<file path="src/rtl/ps2_host_tx.sv">
// ps2_host_tx: PS/2 host-to-device transmitter.
// Sends one command byte (start, 8 data bits LSB first, odd parity, stop)
// to the keyboard over the open-drain PS/2 lines and checks the device ack.
// Pads: ps2_key_clk = clk_oe ? 0 : 'z; ps2_key_data = data_oe ? 0 : 'z.
module ps2_host_tx #(
  parameter int CLK_FREQ   = 36_000_000,
  parameter int INHIBIT_US = 100,
  parameter int TIMEOUT_US = 15000
) (
  input  logic       clk,
  input  logic       rst,
  input  logic [7:0] tx_data,
  input  logic       tx_start,
  input  logic       ps2_clk_in,
  input  logic       ps2_data_in,
  output logic       clk_oe,
  output logic       data_oe,
  output logic       busy,
  output logic       rx_inhibit,
  output logic       done,
  output logic       ack_err,
  output logic       timeout_err
);

  localparam logic [63:0] INHIBIT_CYC = 64'(CLK_FREQ) * 64'(INHIBIT_US) / 64'd1_000_000;
  localparam logic [63:0] TIMEOUT_CYC = 64'(CLK_FREQ) * 64'(TIMEOUT_US) / 64'd1_000_000;
  localparam logic [63:0] TIMER_MAX   = 64'd1_048_575;

  // The timer counts down to zero, so a load of N-1 gives N cycles.
  localparam logic [19:0] INHIBIT_LOAD = 20'(INHIBIT_CYC - 64'd1);
  localparam logic [19:0] TIMEOUT_LOAD = 20'(TIMEOUT_CYC - 64'd1);

  generate
    if (INHIBIT_CYC < 64'd1 || INHIBIT_CYC > TIMER_MAX ||
        TIMEOUT_CYC < 64'd1 || TIMEOUT_CYC > TIMER_MAX) begin : g_bad_timing
      $error("ps2_host_tx: derived cycle count does not fit the 20-bit timer");
    end
  endgenerate

  localparam logic [2:0] ST_IDLE      = 3'd0;
  localparam logic [2:0] ST_INHIBIT   = 3'd1;
  localparam logic [2:0] ST_REQ       = 3'd2;
  localparam logic [2:0] ST_DATA      = 3'd3;
  localparam logic [2:0] ST_ACK       = 3'd4;
  localparam logic [2:0] ST_WAIT_IDLE = 3'd5;

  logic [2:0]  state;
  logic [19:0] timer;
  logic [9:0]  sh;
  logic [3:0]  bitcnt;

  logic clk_meta, clk_sync, clk_prev;
  logic data_meta, data_sync;
  logic fall;

  // Two-flop synchronisers on both pads plus a delayed copy of the clock for edge detection;
  // reset to the idle-high line level so no false edge appears after reset.
  always_ff @(posedge clk or negedge rst) begin
    if (!rst) begin
      clk_meta  <= 1'b1;
      clk_sync  <= 1'b1;
      clk_prev  <= 1'b1;
      data_meta <= 1'b1;
      data_sync <= 1'b1;
    end else begin
      clk_meta  <= ps2_clk_in;
      clk_sync  <= clk_meta;
      clk_prev  <= clk_sync;
      data_meta <= ps2_data_in;
      data_sync <= data_meta;
    end
  end

  assign fall = clk_prev & ~clk_sync;

  // busy stays high through the done cycle so a tx_start coinciding with done is ignored.
  assign busy       = (state != ST_IDLE) | done;
  assign rx_inhibit = busy;

  // Frame sequencer: inhibit, request-to-send, clock out 10 bits on device falls, ack, wait for idle.
  always_ff @(posedge clk or negedge rst) begin
    if (!rst) begin
      state       <= ST_IDLE;
      timer       <= '0;
      sh          <= '0;
      bitcnt      <= '0;
      clk_oe      <= 1'b0;
      data_oe     <= 1'b0;
      done        <= 1'b0;
      ack_err     <= 1'b0;
      timeout_err <= 1'b0;
    end else begin
      done <= 1'b0;
      case (state)
        ST_IDLE: begin
          clk_oe  <= 1'b0;
          data_oe <= 1'b0;
          if (tx_start && !done) begin
            sh          <= {1'b1, ~^tx_data, tx_data};
            ack_err     <= 1'b0;
            timeout_err <= 1'b0;
            timer       <= INHIBIT_LOAD;
            clk_oe      <= 1'b1;
            state       <= ST_INHIBIT;
          end
        end

        ST_INHIBIT: begin
          clk_oe <= 1'b1;
          if (timer == '0) begin
            data_oe <= 1'b1;
            timer   <= TIMEOUT_LOAD;
            state   <= ST_REQ;
          end else begin
            timer <= timer - 20'd1;
          end
        end

        ST_REQ: begin
          clk_oe <= 1'b0;
          if (fall) begin
            data_oe <= ~sh[0];
            sh      <= {1'b1, sh[9:1]};
            bitcnt  <= 4'd1;
            timer   <= TIMEOUT_LOAD;
            state   <= ST_DATA;
          end else if (timer == '0) begin
            clk_oe      <= 1'b0;
            data_oe     <= 1'b0;
            timeout_err <= 1'b1;
            done        <= 1'b1;
            state       <= ST_IDLE;
          end else begin
            timer <= timer - 20'd1;
          end
        end

        ST_DATA: begin
          clk_oe <= 1'b0;
          if (fall) begin
            data_oe <= ~sh[0];
            sh      <= {1'b1, sh[9:1]};
            timer   <= TIMEOUT_LOAD;
            if (bitcnt == 4'd9) begin
              state <= ST_ACK;
            end else begin
              bitcnt <= bitcnt + 4'd1;
            end
          end else if (timer == '0) begin
            clk_oe      <= 1'b0;
            data_oe     <= 1'b0;
            timeout_err <= 1'b1;
            done        <= 1'b1;
            state       <= ST_IDLE;
          end else begin
            timer <= timer - 20'd1;
          end
        end

        ST_ACK: begin
          clk_oe  <= 1'b0;
          data_oe <= 1'b0;
          if (fall) begin
            ack_err <= data_sync;
            state   <= ST_WAIT_IDLE;
          end else if (timer == '0) begin
            timeout_err <= 1'b1;
            done        <= 1'b1;
            state       <= ST_IDLE;
          end else begin
            timer <= timer - 20'd1;
          end
        end

        ST_WAIT_IDLE: begin
          clk_oe  <= 1'b0;
          data_oe <= 1'b0;
          if (clk_sync && data_sync) begin
            done  <= 1'b1;
            state <= ST_IDLE;
          end
        end

        default: begin
          clk_oe  <= 1'b0;
          data_oe <= 1'b0;
          state   <= ST_IDLE;
        end
      endcase
    end
  end

endmodule

</file>
<file path="config.mk">
export PLATFORM = sky130hd
export DESIGN_NAME = ps2_host_tx
export DESIGN_NICKNAME = d
export VERILOG_FILES = /design/src/rtl/ps2_host_tx.sv
export SDC_FILE = /design/constraint.sdc
export NUM_CORES = 1
export LEC_CHECK = 0
export ABC_AREA = 1
export BUFFER_PORTS_ARGS = -buffer_cell sky130_fd_sc_hd__buf_4
export CAP_MARGIN = 25
export CORE_ASPECT_RATIO = 0.8
export CORE_MARGIN = 1
export CORE_UTILIZATION = 55
export DETAILED_ROUTE_END_ITERATION = 10
export HOLD_SLACK_MARGIN = 0.12
export MAX_ROUTING_LAYER = met4
export PLACE_DENSITY_LB_ADDON = 0.15
export RECOVER_POWER = 100
export SETUP_SLACK_MARGIN = 0.15
export SYNTH_ARGS = -nofsm -noshare
export SYNTH_HDL_FRONTEND = slang
export SYNTH_SLANG_ARGS = --single-unit
</file>
<file path="constraint.sdc">
create_clock -name clk -period 1.7 [get_ports clk]
set_input_delay 0.17 -clock clk [delete_from_list [all_inputs] [get_ports clk]]
set_output_delay 0.17 -clock clk [all_outputs]
set_load 0.005 [all_outputs]
</file>
==> Word level (Yosys, flattened, before mapping) <==
Index checks and enable logic that the tools add are counted.
{ "op_classes": {"n_addsub": 2, "n_eq_ne": 19, "n_mux": 37, "bitwise_logic": 4, "reduce_logical": 21} }
{ "ops": {"columns": ["op", "n"], "rows": [
  ["two-way mux 20 bit", 5],
  ["case mux 20 bit (4 select lines)", 1],
  ["two-way mux 3 bit", 8],
  ["zero test 20 bit", 1],
  ["two-way mux 10 bit", 2],
  ["case mux 10 bit (2 select lines)", 1],
  ["subtractor 20 x 1 -> 20 bit (second input constant)", 1],
  ["inequality test 2 bit (second input constant)", 9],
  ["case mux 3 bit (6 select lines)", 1],
  ["two-way mux 4 bit", 3],
  ["AND reduction 4 bit", 3],
  ["two-way mux 1 bit", 10],
  ["case mux 1 bit (2 select lines)", 5],
  ["AND reduction 3 bit", 3],
  ["case mux 4 bit (2 select lines)", 1],
  ["nonzero test 2 bit", 4],
  ["XNOR reduction 8 bit", 1],
  ["equality test 3 x 2 -> 1 bit (second input constant)", 2],
  ["equality test 3 bit (second input constant)", 2],
  ["adder 4 x 1 -> 4 bit (second input constant)", 1],
  ["equality test 4 bit (second input constant)", 1],
  ["inequality test 2 x 1 -> 1 bit (second input constant)", 2],
  ["nonzero test 4 bit", 1],
  ["equality test 3 x 1 -> 1 bit (second input constant)", 1],
  ["12 further kinds", 14]
]} }
{ "word_totals": {"reg_bits": 47, "input_bits": 13, "out_inout_bits": 7, "elab_cells": 97} }

==> Depth between registers and ports, before layout <==
Gate-level depths: netlist of run 1.
{ "logic_depth": {"ltp_word": 4, "depth_mapped": 12, "ltp_nobuf": 12} }

==> Worst setup path after synthesis of run 1 <==
No wires, ideal clock.
{ "synth_timing": {"path_kind": "flip-flop to flip-flop", "startpoint": "register timer[0]", "endpoint": "register timer[0]", "setup_ns": 0.129, "t_arrival_ns": 1.535, "t_required_ns": 1.571, "slack_ns": 0.036, "path_stages_with_launch": 10, "path_buffers": 1, "synth_period_minus_slack_ns": 1.664, "cell_sequence": "dfrtp_1 inv_1 ha_1 nand2_1 nor2_1 nand3_1 buf_4 ha_1 a21oi_1 a22oi_1"} }
{ "synth_between": {"elab_chain_cells": 4, "word_cells_on_any_way": 7, "cone_classes": "1 x add/sub; 5 x mux; 1 x reduce/logical"} }
{ "synth_rtl": {"columns": ["item", "line_no", "rtl"], "rows": [
  ["start, declared", "48", "logic [19:0] timer;"],
  ["start signal, assigned", "115", "timer <= timer - 20'd1;"],
  ["start signal, assigned", "134", "timer <= timer - 20'd1;"],
  ["start signal, assigned", "156", "timer <= timer - 20'd1;"],
  ["subtractor 20 x 1 -> 20 bit or zero test 20 bit (tied branches)", null, null],
  ["two-way mux 20 bit", "127, 149, 166", null],
  ["two-way mux 20 bit (on tied branches)", "163, 121", null],
  ["case mux 20 bit (4 select lines) (*)", "94", "case (state)"]
]} }
Mark *: on every way between the ends. The rest lies on a longest branch, timed or not. The select of a mux whose other input is x is not followed.
A chain may end at the register's enable or synchronous reset.

==> Worst setup path in the final report of run 1 <==
{ "layout_timing": {"startpoint": "register timer[12]", "endpoint": "register state[2]"} }
{ "layout_between": {"elab_chain_cells": 4, "word_cells_on_any_way": 8, "cone_classes": "1 x eq/ne; 5 x mux; 2 x reduce/logical"} }
{ "layout_rtl": {"columns": ["item", "line_no", "rtl"], "rows": [
  ["zero test 20 bit (*)", null, null],
  ["two-way mux 3 bit", null, null],
  ["two-way mux 3 bit (on tied branches)", null, null],
  ["case mux 3 bit (6 select lines)", null, null],
  ["end signal, assigned", "113", "state <= ST_REQ;"],
  ["end signal, assigned", "126", "state <= ST_DATA;"],
  ["end signal, assigned", "165", "state <= ST_WAIT_IDLE;"],
  ["end, declared", "47", "logic [2:0] state;"]
]} }
Mark *: on every way between the ends. The rest lies on a longest branch, timed or not.

==> flow_summary.toml, run 1 <==
[run_status]
outcome = "complete, but fails checks"
violations = "design-rule violations, negative setup slack"

[global_route]
grt_antenna_before_repair = 0
grt_overflow = 0
grt_most_used_layer = "met2"
grtUsageTotal_pct = 32.14
met2_usage_pct = 51.33
grt_max_degree = 48
grt_pass1_vias = 2879
grtUsageMet1_pct = 40.77
use_met3_pct = 5.990
grt_pass1_wl_mm = 13.43

[synthesis]
syn_nets = 415
synth_top_family_by_area = "simple AND/OR/NAND/NOR gates"
synthCells = 397
async_reset_ff_share_pct = 100.0
synth-xor-area-share_pct = 4.728
synth.distinct_cells = 41
muxShareOfSynthArea_pct = 0
synth-edff-count = 0
ys_seq_area_share_pct = 39.89
synth-simple-area-share_pct = 32.88
synthAdderAreaFrac_pct = 2.111
netlist_area_um2 = 2964
synth_compound_area_share_pct = 12.33
syn_avg_cell_area_um2 = 7.466
ys_warn_count = 0
ys.flop_type = "dfrtp_1"
synth_seq_cells = 47

[worst_setup_path]
worstPathArrival_ns = 2.00
end_kind = "flop"
worstSetupStartpointType = "flop"
critPathMostFrequentCell = "nand2_1"
cp_max_fo = 4
crit_buf_inv = 2
worst_path_largest_cell_delay_ns = 0.40
rr_worst_depth = 9
cp_top_family = "simple AND/OR/NAND/NOR gates"
crit_required_ns = 1.90
cp_cell_sequence = "buf_4, nor2_2, nand2_1, nor2_4, nand4_1, o22ai_1, nand2_1, nand2_1, inv_1"
cp.depth = 9
crit_type = "reg -> reg"
crit_slowest_cell = "dfrtp_1"

[clock_network]
cts_buffers = 5
cts_tree = "done"
root_buffer = "clkbuf_8"
clk_pin_slew_ns = 0.09
cts.sinks = 47
clock_latency_ns = 0.31
ctsLongestPathBuffers = 2
htreeDepth = 2

[drt]
wl_per_cell_um = 18.36
num_vias = 3370
wl_mm = 10.19
postRouteAntennaNets = 0
drc = 7
drt-pass1-iter-count = 10
drtIter0Drc = 467
via_per_inst = 6.072

[die]
die-height_um = 67.66
ios = 20
start_util_pct = 58.19
fp.dieArea_um2 = 5689
rows = 23
core_area_um2 = 5094
die_w_um = 84.08

[pwr]
p_clk_share_pct = 11.2
p_per_area_nw_per_um2 = 1830
power_frac_comb_pct = 66.0
power.switching_w = 0.003749
vdd_drop_max_mv = 0.9371
seq_power_share_pct = 22.8
internal-power_w = 0.004025
swShare_pct = 48.23
p_leak_nw = 2.032

[finish]
n_antenna_cell = 0
fin_area_um2 = 4249
areaGrowthSynthToFinish_pct = 43.35
drive_gt1_share_pct = 40.16
fin_nets = 510

[sta]
setup_slack_ns = -0.09272
relSlewSlack_pct = 23.16
setup_violations = 4
slew_viol_final = 0
finalCritPeriodShare_pct = 105.5
hold_viol_final = 0
whs_ns = 0.1340
max_freq_mhz = 557.8
grt_setup_unrepaired = "true"
worst_slew_pin_slew_ns = 1.153
worst_clock_skew_ns = 0.009660
timing.final.crit_period_ns = 1.793

[placed_design]
io_buffers = 19
pre_cts_ws_ns = -0.07105
hpwl_mm = 5.632
placed_area_um2 = 3515
gp_congestion = 0.9347

[hold_path]
hold_class = "in -> reg"
hold_depth = 3

[flow_run]
drv_cap = 0
==> area by class of cell <==
class	instances	area (um^2)
Inverter	50	210.2
Clock buffer	6	82.58
Tap cell	62	77.57
Sequential cell	47	1182
Timing Repair Buffer	93	759.5
Timing Repair inverter	1	5.005
Fill cell	267	844.6
Clock inverter	2	35.03
Multi-Input combinational cell	294	1897
==> path summary, 6_finish.rpt <==
path	startpoint	endpoint	slack [ns]
max	timer[12]$_DFFE_PN0P_	state[2]$_DFFE_PN0P_	-0.09
min	tx_data[7]	sh[7]$_DFFE_PN0P_	0.13
max reg2reg	timer[12]$_DFFE_PN0P_	state[2]$_DFFE_PN0P_	-0.09
min reg2reg	data_meta$_DFF_PN1_	data_sync$_DFF_PN1_	0.36
max in group asynchronous	rst	sh[9]$_DFFE_PN0P_	0.38
min in group asynchronous	rst	state[2]$_DFFE_PN0P_	0.63
==> cells in the final DEF (no fill, tap or decap), types with 6 or more instances in the layout <==
| cell type | n |
|---|---|
| clkbuf_8 | 6 |
| nor2_1 | 29 |
| nor2_2 | 14 |
| xor2_1 | 10 |
| nand2_4 | 8 |
| xnor2_1 | 6 |
| inv_2 | 10 |
| nand2_2 | 10 |
| nand4_1 | 7 |
| nor2_4 | 19 |
| nand3_1 | 16 |
| o21ai_1 | 21 |
| buf_6 | 15 |
| a21oi_1 | 10 |
| buf_4 | 67 |
| nand2_1 | 90 |
| clkbuf_4 | 7 |
| inv_1 | 34 |
| dfrtp_1 | 42 |
==> layer usage <==
layer	vias up	share of wire, %
li1	1470	-
met1	1564	40
met2	270	46
met3	66	10
met4	0	3.7
met5	-	0
==> tightest hold or removal path: cells and delay by family <==
family / cells / cell delay, ns
buf+inv: 1 / 0.10
compound gates: 2 / 0.14
==> logic make-up after synthesis <==
logic type,after synthesis
and+or+nand+nor,211
AOI/OAI and AO/OA,62
buffers and inverters,56
DFF,47
xor gates and xnor gates,16
adders and majority gates,5
==> timing repair <==
action / in CTS / in global routing
resized for setup: 46 / 74
endpoints found under the hold margin: 44 / 0
hold buffers: 3 / 0
setup buffers: 16 / 9
cloned: 0 / 1
setup endpoints to repair: 36 / 41
pin swaps: 19 / 27
==> state kept, by name, summed over array words and instances (netlist names) <==
register and count:
ack_err 1, bitcnt 4, clk_meta 1, clk_oe 1, clk_prev 1, clk_sync 1
data_meta 1, data_oe 1, data_sync 1, done 1, sh 10, state 3
timeout_err 1, timer 20
==> stage by stage <==
stage          util (%)  setup TNS, ns  instances  total power (W)
2_1_floorplan         -              0        397         0.003994
3_3_place_gp      69.00       -0.08469        518         0.005128
3_5_place_dp      69.00        -0.1402        518         0.005248
4_1_cts           76.81              0        545         0.006621
5_1_grt           83.42        -0.3680        555         0.008122
6_report          83.42        -0.1753        555         0.007774
==> synth_stat cells (2+ instances only) <==
| cell type | n | area (um^2) |
|---|---|---|
| a31oi_1 | 2 | 12.51 |
| a22oi_1 | 2 | 15.01 |
| nor2_2 | 5 | 31.28 |
| o211ai_2 | 3 | 37.54 |
| xnor2_1 | 6 | 52.55 |
| nand2_1 | 104 | 390.4 |
| nor2_1 | 53 | 198.9 |
| xor2_1 | 10 | 87.58 |
| buf_4 | 3 | 22.52 |
| nand4_1 | 7 | 43.79 |
| nand2_2 | 3 | 18.77 |
| nor3_1 | 3 | 15.01 |
| o21ai_1 | 13 | 65.06 |
| o21ai_0 | 15 | 75.07 |
| nor2_4 | 4 | 45.04 |
| o22ai_1 | 5 | 31.28 |
| inv_1 | 41 | 153.9 |
| inv_2 | 6 | 22.52 |
| or2_1 | 2 | 12.51 |
| ha_1 | 5 | 62.56 |
| nand2_4 | 4 | 45.04 |
| o211ai_1 | 5 | 37.54 |
| a21oi_1 | 15 | 75.07 |
| nand3_1 | 19 | 95.09 |
| dfstp_2 | 5 | 131.4 |
| dfrtp_1 | 42 | 1051 |
==> power groups by stage <==
stage	sequential [W]	clock (W)	combinational [W]
3_5_place_dp	0.00172	0	0.00352
6_report	0.00177	0.000870	0.00513
5_1_grt	0.00179	0.000919	0.00541
2_1_floorplan	0.00172	0	0.00227
3_3_place_gp	0.00170	0	0.00343
4_1_cts	0.00171	0.000869	0.00404
Note: power is estimated with default switching activity, not from simulation.
==> run 2, diff against run 1 <==
Settings changed: CORE_UTILIZATION 55 to 65.
Clock period 1.7 ns to 2.2 ns, I/O delays scaled along.
==> flow_summary.toml, run 2 (synthesis gave the netlist of run 1 again) <==
[run_status]
outcome = "finished clean"

[clock_network]
clk_pin_slew_ns = 0.09
cts.sinks = 47
htreeDepth = 2
clock_latency_ns = 0.31
cts_buffers = 5
postCtsSetupRepairBufs = 0
root_buffer = "clkbuf_8"
ctsLongestPathBuffers = 2
cts_tree = "done"

[placed_design]
pre_cts_ws_ns = 0.2375
hpwl_mm = 4.890
gp_congestion = 0.9762
io_buffers = 19

[sta]
setup_violations = 0
max_freq_mhz = 512.5
slew_viol_final = 0
finalCritPeriodShare_pct = 88.69
grt_setup_unrepaired = "false"
timing.final.crit_period_ns = 1.951
fin_setup_tns_ns = 0
worst_slew_pin_slew_ns = 1.124
worst_clock_skew_ns = 0.004363
setup_slack_ns = 0.2487
hold_viol_final = 0
relSlewSlack_pct = 25.05

[worst_setup_path]
crit_type = "reg -> reg"
cp_max_fo = 19
worstReg2RegStart = "state[0]$_DFFE_PN0P_"
timing.rr.end = "timer[4]$_DFFE_PN0P_"
worstSetupStartpointType = "flop"
endpoint = "timer[4]$_DFFE_PN0P_"
rr_worst_depth = 10
end_kind = "flop"
setup.worst_path.start = "state[0]$_DFFE_PN0P_"
worstPathArrival_ns = 2.16
crit_required_ns = 2.41
rrSetupSlack_ns = 0.25

[pwr]
power.switching_w = 0.001979
seq_power_share_pct = 32.3
p_leak_nw = 1.606
vdd_drop_max_mv = 0.7290
internal-power_w = 0.002305
p_per_area_nw_per_um2 = 1305
power.total_w = 0.004284
p_clk_share_pct = 17.6
power_frac_comb_pct = 50.1
swShare_pct = 46.20

[die]
start_util_pct = 69.21
fp.dieArea_um2 = 4836
die_w_um = 77.50
core_area_um2 = 4283
rows = 21
ios = 20
die-height_um = 62.40

[global_route]
grt_pass1_wl_mm = 11.67
grt_overflow = 0
grt_pass1_vias = 2490
grt_max_degree = 48
grt_antenna_before_repair = 0
grtUsageTotal_pct = 31.85

[drt]
wl_mm = 6.776
via_per_inst = 5.756
postRouteAntennaNets = 0
drt-pass1-iter-count = 5
wl_per_cell_um = 14.12
num_vias = 2763
drc = 0
drtIter0Drc = 324

[finish]
largest_register_ffs = 20
top_regs = "timer (20), sh (10), bitcnt (4)"
mostFrequentLayoutCell = "nand2_1"
regMostFlops = "timer"
fin_nets = 440
final_cell_mix = "105 x nand2_1, 54 x nor2_1, 42 x inv_1, 42 x dfrtp_1, 21 x o21ai_0"
drive_gt1_share_pct = 13.95
n_antenna_cell = 0
areaGrowthSynthToFinish_pct = 10.76

[flow_run]
drv_cap = 0

[hold_path]
hold_class = "in -> reg"
hold_path.startpoint = "tx_data[3]"
[run 2: layer usage]
metal  vias to the layer above  track usage (%)  routed length, um  part of all wire (%)
met3                        28            7.153                637                   9.4
met1                      1258            46.10               3117                    46
met4                         0            10.61                147                   2.2
li1                       1319                -                  -                     -
met5                         -                -                  0                     0
met2                       158            44.14               2874                    42
[run 2: cell type report]
class	count	area, um^2
clock buffers	5	68.82
clock inverters	3	67.56
fillers	313	999.7
inverters	50	196.4
multi-input cells	294	1515
flip-flops and latches	47	1182
well taps	57	71.32
repair buffers	24	181.4
[run 2: through the flow]
step | util [%] | hold WS (ns) | instance area (um^2) | std cells
2_1_floorplan | - | -0.07559 | 2964 | 397
3_3_place_gp | 73.56 | 0.2577 | 3151 | 469
4_1_cts | 77.45 | 0.1847 | 3317 | 480
6_report | 76.66 | 0.1875 | 3283 | 480
5_1_grt | 76.66 | 0.2050 | 3283 | 480
3_5_place_dp | 73.56 | 0.2592 | 3151 | 469
[run 2: how the worst min path moves through the flow]
stage | slack (ns) | cells after the start | endpoint
floorplan | -0.08 | 0 | ack_err$_DFFE_PN0P_
global placement | 0.26 | 1 | state[2]$_DFFE_PN0P_
detailed placement | 0.26 | 1 | done$_DFF_PN0_
CTS | 0.18 | 3 | sh[7]$_DFFE_PN0P_
global route | 0.20 | 3 | sh[4]$_DFFE_PN0P_
finish | 0.19 | 3 | sh[3]$_DFFE_PN0P_
[run 2: power groups by stage]
stage	combinational [W]	clock [W]	sequential, W
2_1_floorplan	0.00174	0	0.00132
3_3_place_gp	0.00211	0	0.00139
3_5_place_dp	0.00218	0	0.00139
4_1_cts	0.00221	0.000770	0.00138
5_1_grt	0.00242	0.000798	0.00142
6_report	0.00214	0.000754	0.00139
[run 2: worst max-delay path: stages (launching register included)]
cell	delay, ns
dfrtp_1	0.51
nor2_1	0.26
nand2_2	0.12
inv_2	0.08
nand2_1	0.08
nand2_4	0.21
inv_1	0.24
nor2_1	0.13
o21ai_0	0.10
nand2_1	0.07
inv_1	0.04
[run 2: repair_timing]
action                                 in CTS  in global routing
gates resized for setup                     0                  2
endpoints found under the hold margin      44                  0
hold buffers                                3                  0
setup endpoints to repair                   0                 14
==> run 3, diff against run 2 <==
Settings changed: CORE_UTILIZATION 65 to 45.
==> flow_summary.toml, run 3 (synthesis gave the netlist of run 1 again) <==
[placed_design]
io_buffers = 19
pre_cts_ws_ns = 0.2714
hpwl_mm = 5.016
gp_congestion = 0.9031

[clock_network]
cts_buffers = 5
clock_latency_ns = 0.30
clk_pin_slew_ns = 0.09
root_buffer = "clkbuf_8"
cts_tree = "done"
postCtsSetupRepairBufs = 0
ctsLongestPathBuffers = 2
cts.sinks = 47
htreeDepth = 2

[worst_setup_path]
cp.depth = 8
crit_slowest_cell = "dfstp_1"
cp_max_fo = 19
cp_top_family = "simple AND/OR/NAND/NOR gates"
crit_type = "reg -> reg"
worst_path_largest_cell_delay_ns = 0.61
worstPathArrival_ns = 2.17
crit_required_ns = 2.42
crit_buf_inv = 1
rr_worst_depth = 8
end_kind = "flop"
cp_cell_sequence = "nor2_4, inv_1, nand2_1, nand2_2, nand2_4, nor2_4, nand2_1, o21ai_1"
worstSetupStartpointType = "flop"

[global_route]
grt_antenna_before_repair = 0
grt_max_degree = 48
grt_overflow = 0
grt_pass1_wl_mm = 11.45
grt_pass1_vias = 2439
grtUsageTotal_pct = 21.82

[die]
die-height_um = 74.59
die_w_um = 92.74
start_util_pct = 46.49
ios = 20
fp.dieArea_um2 = 6917
rows = 26
core_area_um2 = 6376

[finish]
n_antenna_cell = 0
regMostFlops = "timer"
seqCellArea_um2 = 1182
top_regs = "timer (20), sh (10), bitcnt (4)"
fillers = 638
drive_gt1_share_pct = 14.18
multi_input_area_um2 = 1511
mostFrequentLayoutCell = "nand2_1"
fin_nets = 440
areaGrowthSynthToFinish_pct = 10.26
largest_register_ffs = 20
final_cell_mix = "105 x nand2_1, 55 x nor2_1, 43 x inv_1, 42 x dfrtp_1, 21 x o21ai_0"

[pwr]
vdd_drop_max_mv = 0.5994
power.total_w = 0.004007
p_per_area_nw_per_um2 = 1226
p_leak_nw = 1.586

[sta]
worst_slew_pin_slew_ns = 1.191
whs_ns = 0.1898
relSlewSlack_pct = 20.61
worst_clock_skew_ns = 0.008878
setup_violations = 0
fin_setup_tns_ns = 0
hold_viol_final = 0
max_freq_mhz = 512.8
grt_setup_unrepaired = "false"
timing.final.crit_period_ns = 1.950
finalCritPeriodShare_pct = 88.63
slew_viol_final = 0
setup_slack_ns = 0.2501

[drt]
drtIter0Drc = 249
drt-pass1-iter-count = 5
postRouteAntennaNets = 0
num_vias = 2601
via_per_inst = 5.130
wl_mm = 6.652
drc = 0
wl_per_cell_um = 13.12

[hold_path]
hold_class = "in -> reg"
hold_depth = 3

[flow_run]
drv_cap = 0

[run_status]
outcome = "finished clean"
run 3: area by class of cell:
type / count / share of cell area [%]
Clock inverter: 3 / 0.6126
Multi-Input combinational cell: 294 / 46.25
Tap cell: 84 / 3.216
Timing Repair Buffer: 24 / 5.666
Inverter: 50 / 5.972
Sequential cell: 47 / 36.18
Clock buffer: 5 / 2.106
run 3: worst paths after layout:
kind | startpoint | endpoint | slack, ns
max | clk_sync$_DFF_PN1_ | timer[14]$_DFFE_PN0P_ | 0.25
min | tx_data[2] | sh[2]$_DFFE_PN0P_ | 0.19
max reg2reg | clk_sync$_DFF_PN1_ | timer[14]$_DFFE_PN0P_ | 0.25
min reg2reg | clk_meta$_DFF_PN1_ | clk_sync$_DFF_PN1_ | 0.37
max in group asynchronous | rst | timer[8]$_DFFE_PN0P_ | 0.79
min in group asynchronous | rst | timer[19]$_DFFE_PN0P_ | 0.70
run 3: routing by layer:
metal	wire length, um	track usage [%]	up-vias
met5	0	-	-
met4	91	5.470	0
met3	322	4.192	11
met2	2769	32.51	78
met1	3468	30.65	1195
li1	-	-	1317
run 3: timing repair:
action	in CTS	in global routing
endpoints found under the setup margin	0	5
resized for setup	0	2
hold buffers	3	0
endpoints found under the hold margin	44	0
run 3: worst min-delay path, cell delays in order:
cell      delay, ns
buf_4          0.09
o211ai_1       0.08
o21ai_0        0.07
run 3: metrics by stage:
step	utilization (%)	std cells	cell area, um^2
floorplan	-	397	2964
global placement	49.94	496	3184
detailed placement	49.94	496	3184
CTS	51.81	507	3303
global route	51.26	507	3268
finish	51.26	507	3268
run 3: where the power goes:
| part | total (W) | leakage, nW | internal [W] | switching, W |
|---|---|---|---|---|
| Sequential | 0.00136 | 0.574 | 0.00114 | 0.000221 |
| Clock | 0.000523 | 0.0402 | 0.000222 | 0.000302 |
| Combinational | 0.00212 | 0.971 | 0.000710 | 0.00141 |
